$ cat src/rtl/fifo_rr_wr_arbiter_if.sv
// Handshake bundle between NUM_REQ producers, the round-robin write arbiter and the FIFO write port.
// The master modport is the arbiter's view; the slave modport is the producer/FIFO environment's view.
interface fifo_rr_wr_arbiter_if #(
   parameter int NUM_REQ    = 4,
   parameter int DATA_W     = 32,
   parameter int FIFO_DEPTH = 8
);
   localparam int SRC_W = $clog2(NUM_REQ);
   localparam int CNT_W = $clog2(FIFO_DEPTH) + 1;

   logic [NUM_REQ-1:0]        req_valid;
   logic [NUM_REQ-1:0]        req_last;
   logic [NUM_REQ*DATA_W-1:0] req_data;
   logic [NUM_REQ-1:0]        req_ready;
   logic                      fifo_out_valid;
   logic                      arb_data_valid;
   logic [DATA_W-1:0]         arb_data;
   logic [SRC_W-1:0]          arb_src_id;
   logic [CNT_W-1:0]          credit_cnt;
   logic                      busy;

   modport master (
      input  req_valid, req_last, req_data, fifo_out_valid,
      output req_ready, arb_data_valid, arb_data, arb_src_id, credit_cnt, busy
   );

   modport slave (
      output req_valid, req_last, req_data, fifo_out_valid,
      input  req_ready, arb_data_valid, arb_data, arb_src_id, credit_cnt, busy
   );
endinterface

$ cat src/rtl/fifo_rr_wr_arbiter.sv
// Round-robin burst arbiter feeding the FIFO write port, with credit flow control from fifo_out_valid.
// Define ARB_FIXED_PRIO0_EN to let requester 0 pre-empt the round-robin choice whenever it is valid.
module fifo_rr_wr_arbiter #(
   parameter int NUM_REQ      = 4,
   parameter int DATA_W       = 32,
   parameter int FIFO_DEPTH   = 8,
   parameter int MAX_BURST    = 4,
   parameter int IDLE_TIMEOUT = 8
) (
   input logic                    fifo_clk,
   input logic                    fifo_rst_n,
   fifo_rr_wr_arbiter_if.master   bus
);
   localparam int SRC_W = $clog2(NUM_REQ);
   localparam int CNT_W = $clog2(FIFO_DEPTH) + 1;

   localparam logic [3:0]       BEAT_LAST  = 4'(MAX_BURST - 1);
   localparam logic [3:0]       STALL_LAST = 4'(IDLE_TIMEOUT - 1);
   localparam logic [CNT_W-1:0] CREDIT_MAX = CNT_W'(FIFO_DEPTH);

   typedef enum logic {
      IDLE,
      BURST
   } state_t;

   state_t             state;
   logic [SRC_W-1:0]   grant_id;
   logic [SRC_W-1:0]   last_grant;
   logic [SRC_W-1:0]   next_grant;
   logic [3:0]         beat_cnt;
   logic [3:0]         stall_cnt;
   logic [CNT_W-1:0]   credit_cnt;
   logic [NUM_REQ-1:0] ready;
   logic               xfer;
   logic               sel_last;
   logic [DATA_W-1:0]  sel_data;
   logic               out_valid;
   logic [DATA_W-1:0]  out_data;
   logic [SRC_W-1:0]   out_src;

   // Search upward from the requester after last_grant, wrapping at NUM_REQ.
   always_comb begin
      int               idx;
      logic [SRC_W-1:0] cand;
      logic             found;
      // NOTE: every variable gets a default before any conditional write so no latch is inferred.
      next_grant = last_grant;
      found      = 1'b0;
      idx        = 0;
      cand       = '0;
      for (int i = 1; i <= NUM_REQ; i++) begin
         idx = int'(last_grant) + i;
         if (idx >= NUM_REQ) idx = idx - NUM_REQ;
         cand = SRC_W'(idx);
         if (!found && bus.req_valid[cand]) begin
            next_grant = cand;
            found      = 1'b1;
         end
      end
`ifdef ARB_FIXED_PRIO0_EN
      if (bus.req_valid[0]) next_grant = '0;
`endif
   end

   // Ready depends only on registered state, never on the producer's valid.
   always_comb begin
      ready = '0;
      if (state == BURST && credit_cnt != '0) ready[grant_id] = 1'b1;
   end

   assign xfer     = |(bus.req_valid & ready);
   assign sel_last = bus.req_last[grant_id];
   assign sel_data = bus.req_data[grant_id*DATA_W +: DATA_W];

   always_ff @(posedge fifo_clk or negedge fifo_rst_n) begin
      if (!fifo_rst_n) begin
         state      <= IDLE;
         grant_id   <= '0;
         last_grant <= SRC_W'(NUM_REQ - 1);
         beat_cnt   <= '0;
         stall_cnt  <= '0;
      end else begin
         // NOTE: sequential state uses non-blocking assignments so every register samples pre-edge values.
         case (state)
            IDLE: begin
               if (|bus.req_valid) begin
                  grant_id  <= next_grant;
                  state     <= BURST;
                  beat_cnt  <= '0;
                  stall_cnt <= '0;
               end
            end
            BURST: begin
               if (xfer) begin
                  beat_cnt  <= beat_cnt + 4'd1;
                  stall_cnt <= '0;
                  if (sel_last || beat_cnt == BEAT_LAST) begin
                     state      <= IDLE;
                     last_grant <= grant_id;
                  end
               end else begin
                  // Credit stalls count here too, so a starved burst releases the port.
                  stall_cnt <= stall_cnt + 4'd1;
                  if (stall_cnt == STALL_LAST) begin
                     state      <= IDLE;
                     last_grant <= grant_id;
                  end
               end
            end
            default: state <= IDLE;
         endcase
      end
   end

   always_ff @(posedge fifo_clk or negedge fifo_rst_n) begin
      if (!fifo_rst_n) begin
         out_valid <= 1'b0;
         out_data  <= '0;
         out_src   <= '0;
      end else begin
         out_valid <= xfer;
         if (xfer) begin
            out_data <= sel_data;
            out_src  <= grant_id;
         end
      end
   end

   // A simultaneous write and read leave the free-slot count unchanged.
   always_ff @(posedge fifo_clk or negedge fifo_rst_n) begin
      if (!fifo_rst_n) begin
         credit_cnt <= CREDIT_MAX;
      end else begin
         case ({xfer, bus.fifo_out_valid})
            2'b10:   credit_cnt <= credit_cnt - 1'b1;
            2'b01:   if (credit_cnt != CREDIT_MAX) credit_cnt <= credit_cnt + 1'b1;
            default: credit_cnt <= credit_cnt;
         endcase
      end
   end

   assign bus.req_ready      = ready;
   assign bus.arb_data_valid = out_valid;
   assign bus.arb_data       = out_data;
   assign bus.arb_src_id     = out_src;
   assign bus.credit_cnt     = credit_cnt;
   assign bus.busy           = (state == BURST);

endmodule

$ cat src/flat_wrapper.sv
// flat-port wrapper written by rule: the top's interface ports become plain ports
module fifo_rr_wr_arbiter_flat 
#(
   parameter int NUM_REQ      = 4,
   parameter int DATA_W       = 32,
   parameter int FIFO_DEPTH   = 8,
   parameter int MAX_BURST    = 4,
   parameter int IDLE_TIMEOUT = 8
)
  (fifo_clk, fifo_rst_n, bus_req_valid, bus_req_last, bus_req_data, bus_fifo_out_valid, bus_req_ready, bus_arb_data_valid, bus_arb_data, bus_arb_src_id, bus_credit_cnt, bus_busy);
  fifo_rr_wr_arbiter_if #(.NUM_REQ(NUM_REQ), .DATA_W(DATA_W), .FIFO_DEPTH(FIFO_DEPTH)) bus_i ();
  input logic fifo_clk;
  input logic fifo_rst_n;
  input wire logic [$bits(bus_i.req_valid)-1:0] bus_req_valid;
  input wire logic [$bits(bus_i.req_last)-1:0] bus_req_last;
  input wire logic [$bits(bus_i.req_data)-1:0] bus_req_data;
  input wire logic [$bits(bus_i.fifo_out_valid)-1:0] bus_fifo_out_valid;
  output wire logic [$bits(bus_i.req_ready)-1:0] bus_req_ready;
  output wire logic [$bits(bus_i.arb_data_valid)-1:0] bus_arb_data_valid;
  output wire logic [$bits(bus_i.arb_data)-1:0] bus_arb_data;
  output wire logic [$bits(bus_i.arb_src_id)-1:0] bus_arb_src_id;
  output wire logic [$bits(bus_i.credit_cnt)-1:0] bus_credit_cnt;
  output wire logic [$bits(bus_i.busy)-1:0] bus_busy;
  assign bus_i.req_valid = bus_req_valid;
  assign bus_i.req_last = bus_req_last;
  assign bus_i.req_data = bus_req_data;
  assign bus_i.fifo_out_valid = bus_fifo_out_valid;
  assign bus_req_ready = bus_i.req_ready;
  assign bus_arb_data_valid = bus_i.arb_data_valid;
  assign bus_arb_data = bus_i.arb_data;
  assign bus_arb_src_id = bus_i.arb_src_id;
  assign bus_credit_cnt = bus_i.credit_cnt;
  assign bus_busy = bus_i.busy;
  fifo_rr_wr_arbiter #(.NUM_REQ(NUM_REQ), .DATA_W(DATA_W), .FIFO_DEPTH(FIFO_DEPTH), .MAX_BURST(MAX_BURST), .IDLE_TIMEOUT(IDLE_TIMEOUT)) u_core (.fifo_clk(fifo_clk), .fifo_rst_n(fifo_rst_n), .bus(bus_i));
endmodule
$ cat config.mk
export PLATFORM = sky130hd
export DESIGN_NAME = fifo_rr_wr_arbiter_flat
export DESIGN_NICKNAME = d
export VERILOG_FILES = /design/src/rtl/fifo_rr_wr_arbiter_if.sv /design/src/rtl/fifo_rr_wr_arbiter.sv /design/src/flat_wrapper.sv
export SDC_FILE = /design/constraint.sdc
export NUM_CORES = 1
export LEC_CHECK = 0
export CORE_MARGIN = 2
export CORE_UTILIZATION = 39
export DETAILED_ROUTE_END_ITERATION = 8
export PLACE_DENSITY = 0.82
export SLEW_MARGIN = 40
export SYNTH_ARGS = -nofsm -noshare
export SYNTH_HDL_FRONTEND = slang
export SYNTH_SLANG_ARGS = --single-unit
export TNS_END_PERCENT = 10
$ cat constraint.sdc
create_clock -name fifo_clk -period 3.5 [get_ports fifo_clk]
set_input_delay 0.7 -clock fifo_clk [delete_from_list [all_inputs] [get_ports fifo_clk]]
set_output_delay 0.7 -clock fifo_clk [all_outputs]
set_load 0.02 [all_outputs]
==> results_dict.tcl <==
set metrics [dict create \
    status "completed" \
    insertedDiodeCount 0 \
    syn_avg_cell_area_um2 10.84 \
    grt_pass1_vias 3104 \
    die-area_um2 8910 \
    synth_cells 294 \
    synth_common_cells "109 x nand2_1, 49 x dfrtp_1, 34 x mux4_2, 9 x buf_2, 9 x clkbuf_1" \
    synth_top_area_share_pct 38.48 \
    port_buffers 182 \
    grt_max_degree 53 \
    synthesis.area_um2 3187 \
    routedWlPerCell_um 16.17 \
    wl_mm 9.233 \
    yosysSeqAreaShare_pct 40.95 \
    crit_type "primary input to register" \
    maxSlewHeadroom_pct 57.29 \
    cts_tree "yes" \
    synth-async-reset-ratio_pct 100.0 \
    reg2reg_depth 8 \
    synth_area_leaders "dfrtp_1 38%, mux4_2 24%, nand2_1 13%" \
    io_pins 183 \
    clock.fmax_mhz 341.4 \
    gp_congestion 0.7709 \
    cp_max_fo 6 \
    worst_slew_pin_slew_ps 640.7 \
    dr_total_vias 2930 \
    drtIter0Drc 67 \
    rr_startpoint "u_core.grant_id[0]" \
    nets 612 \
    startpoint "bus_req_valid[3]" \
    cts.repair.resized 0 \
    synthesis.nets 438 \
    setup_violations 0 \
    final.min_clock_period_ps 2929 \
    drt_pass1_iterations 4 \
    slew_violations 0 \
    yosys_warnings 0 \
    grt_pass1_wl_mm 14.51 \
    finalHoldViolCount 0 \
    worst_setup_path_end_kind "register" \
    cap_violations 0 \
    endpoint "u_core.bus.credit_cnt[3]" \
    yosysTopAreaCell "dfrtp_1" \
    start_util_pct 40.82 \
    synth_edf_count 0 \
    hold_buffers 0 \
    drc_errors 0 \
    ys.flop_type "dfrtp_1" \
    grt_overflow 0 \
    clock-sinks 52 \
    ctsHtreeMaxLevel 2 \
    post_cts_buffers 0 \
    die_h_um 94.40 \
    startpoint_type "primary input" \
    fin_ws_ps 571.1 \
    track_usage_pct 20.93 \
    synth.most_common_cell "nand2_1" \
    ys_ff_latch 52 \
    ant_nets 0 \
    synth.distinct_cells 42 \
    fin_crit_sh_pct 83.68 \
    hp-class "primary input to async pin" \
    core_um2 7807 \
    cts_made_buffers 5 \
    p_leak_nw 2.203 \
    via_per_inst 5.131 \
    r2r_end "u_core.bus.credit_cnt[3]" \
    tns_ps 0 \
    worstPathArrival_ps 3150 \
    ir_drop_mv 0.4391 \
    holdWs_ps 413.8 \
    grt_antenna_before_repair 0 \
    die_w_um 94.40 \
    cts.reportedPaths.clkPinSlew_ps 90 \
    syn2layout_area_growth_pct 61.96 \
    drive_above_1_share_pct 12.37 \
    clk_path_buf_depth 2 \
    placementRows 32 \
    rsz0062_at_grt "false" \
    r2r_slack_ps 760 \
    worstPathRequired_ps 3720 \
    place_ws_ps 285.0 \
    clk_latency_ps 300 \
    root_buffer "clkbuf_8" \
    hpwl_mm 7.449 \
    power.density_nw_per_um2 804.0 \
    finClkSkew_ps 4.472 \
]
-- worst max-delay path: stages --
cell and delay, ps:
clkdlybuf4s50_1 490, mux4_2 570, nand2_4 100, nand2_1 100, ha_1 310, a21o_1 180
a21o_1 200, or4_1 400, o221ai_1 80
-- worst min-delay path by stage --
stage,start,end,depth (start not counted)
2_1_floorplan,fifo_rst_n,u_core.beat_cnt[0],0
3_3_place_gp,u_core.bus.arb_data[5],u_core.bus.arb_data[5],2
3_5_place_dp,u_core.bus.arb_data[31],u_core.bus.arb_data[31],2
4_1_cts,fifo_rst_n,u_core.stall_cnt[0],1
5_1_grt,fifo_rst_n,u_core.stall_cnt[0],1
6_report,fifo_rst_n,u_core.grant_id[1],1
-- placed cells by master, fill, tap and decap left out, types with 2 or more instances in the layout --
cell type and count:
and3_1 2, clkbuf_1 2, nand3_1 5, mux4_2 34
ha_1 4, nor2b_1 2, nor3_1 2, nand4b_1 3
a31oi_1 2, mux2_1 2, a21o_1 3, or4_1 2
nand2_1 109, clkdlybuf4s50_1 181, xnor2_1 3, o21ai_0 2
mux2_2 4, xor2_1 3, dfrtp_1 48, clkbuf_8 6
dfstp_2 3, a221oi_1 2, mux2i_1 4, a21oi_1 7
inv_1 2, buf_4 7, nor2_1 8, nand2b_1 2
-- state kept, by name (all words and copies together) (netlist names) --
name / count
u_core.bus.arb_data: 32
u_core.beat_cnt: 4
u_core.bus.credit_cnt: 4
u_core.stall_cnt: 4
u_core.bus.arb_src_id: 2
u_core.grant_id: 2
u_core.last_grant: 2
u_core.bus.arb_data_valid: 1
u_core.bus.busy: 1
-- logic make-up (layout without fill, tap and decap cells) --
group / after synthesis / count (layout) / share of synthesized area [%]
flip-flops: 52 / 52 / 40.95
multiplexers: 45 / 45 / 27.88
adder cells (fa/ha/maj): 5 / 5 / 2.199
buffers and inverters: 24 / 199 / 3.769
XOR/XNOR: 6 / 6 / 1.649
AND/OR/NAND/NOR: 139 / 139 / 18.53
AO/OA/AOI/OAI: 23 / 23 / 5.026
-- metal layers --
| metal | up-vias | track usage (%) | wire length (µm) |
|---|---|---|---|
| li1 | 1390 | - | - |
| met1 | 1416 | 22.27 | 3234 |
| met2 | 106 | 40.12 | 5203 |
| met3 | 18 | 4.469 | 584 |
| met4 | 0 | 8.092 | 211 |
| met5 | - | 0 | 0 |
-- stage by stage --
stage                     instances  utilization (%)  instance area (µm²)  power, W
final                           571            66.11                 5161  0.004150
after global routing            571            66.11                 5161  0.004471
after CTS                       571            66.11                 5161  0.004202
after detailed placement        563            64.95                 5071  0.003843
after global placement          563            64.92                 5069  0.003761
after floorplan                 294                -                 3187  0.002863
-- power breakdown --
part           internal (W)  total, W  switching (W)
sequential         0.000913   0.00120       0.000289
combinational       0.00132   0.00260        0.00128
clock              0.000162  0.000345       0.000184
total               0.00239   0.00415        0.00176
-- area by class of cell --
| class | instances | area (µm²) |
|---|---|---|
| Timing Repair Buffer | 188 | 1864 |
| Fill cell | 618 | 2646 |
| Clock buffer | 8 | 90.09 |
| Inverter | 3 | 11.26 |
| Tap cell | 102 | 127.6 |
| Sequential cell | 52 | 1306 |
| Multi-Input combinational cell | 218 | 1762 |
No activity file was read; power rests on OpenSTA's default activity.
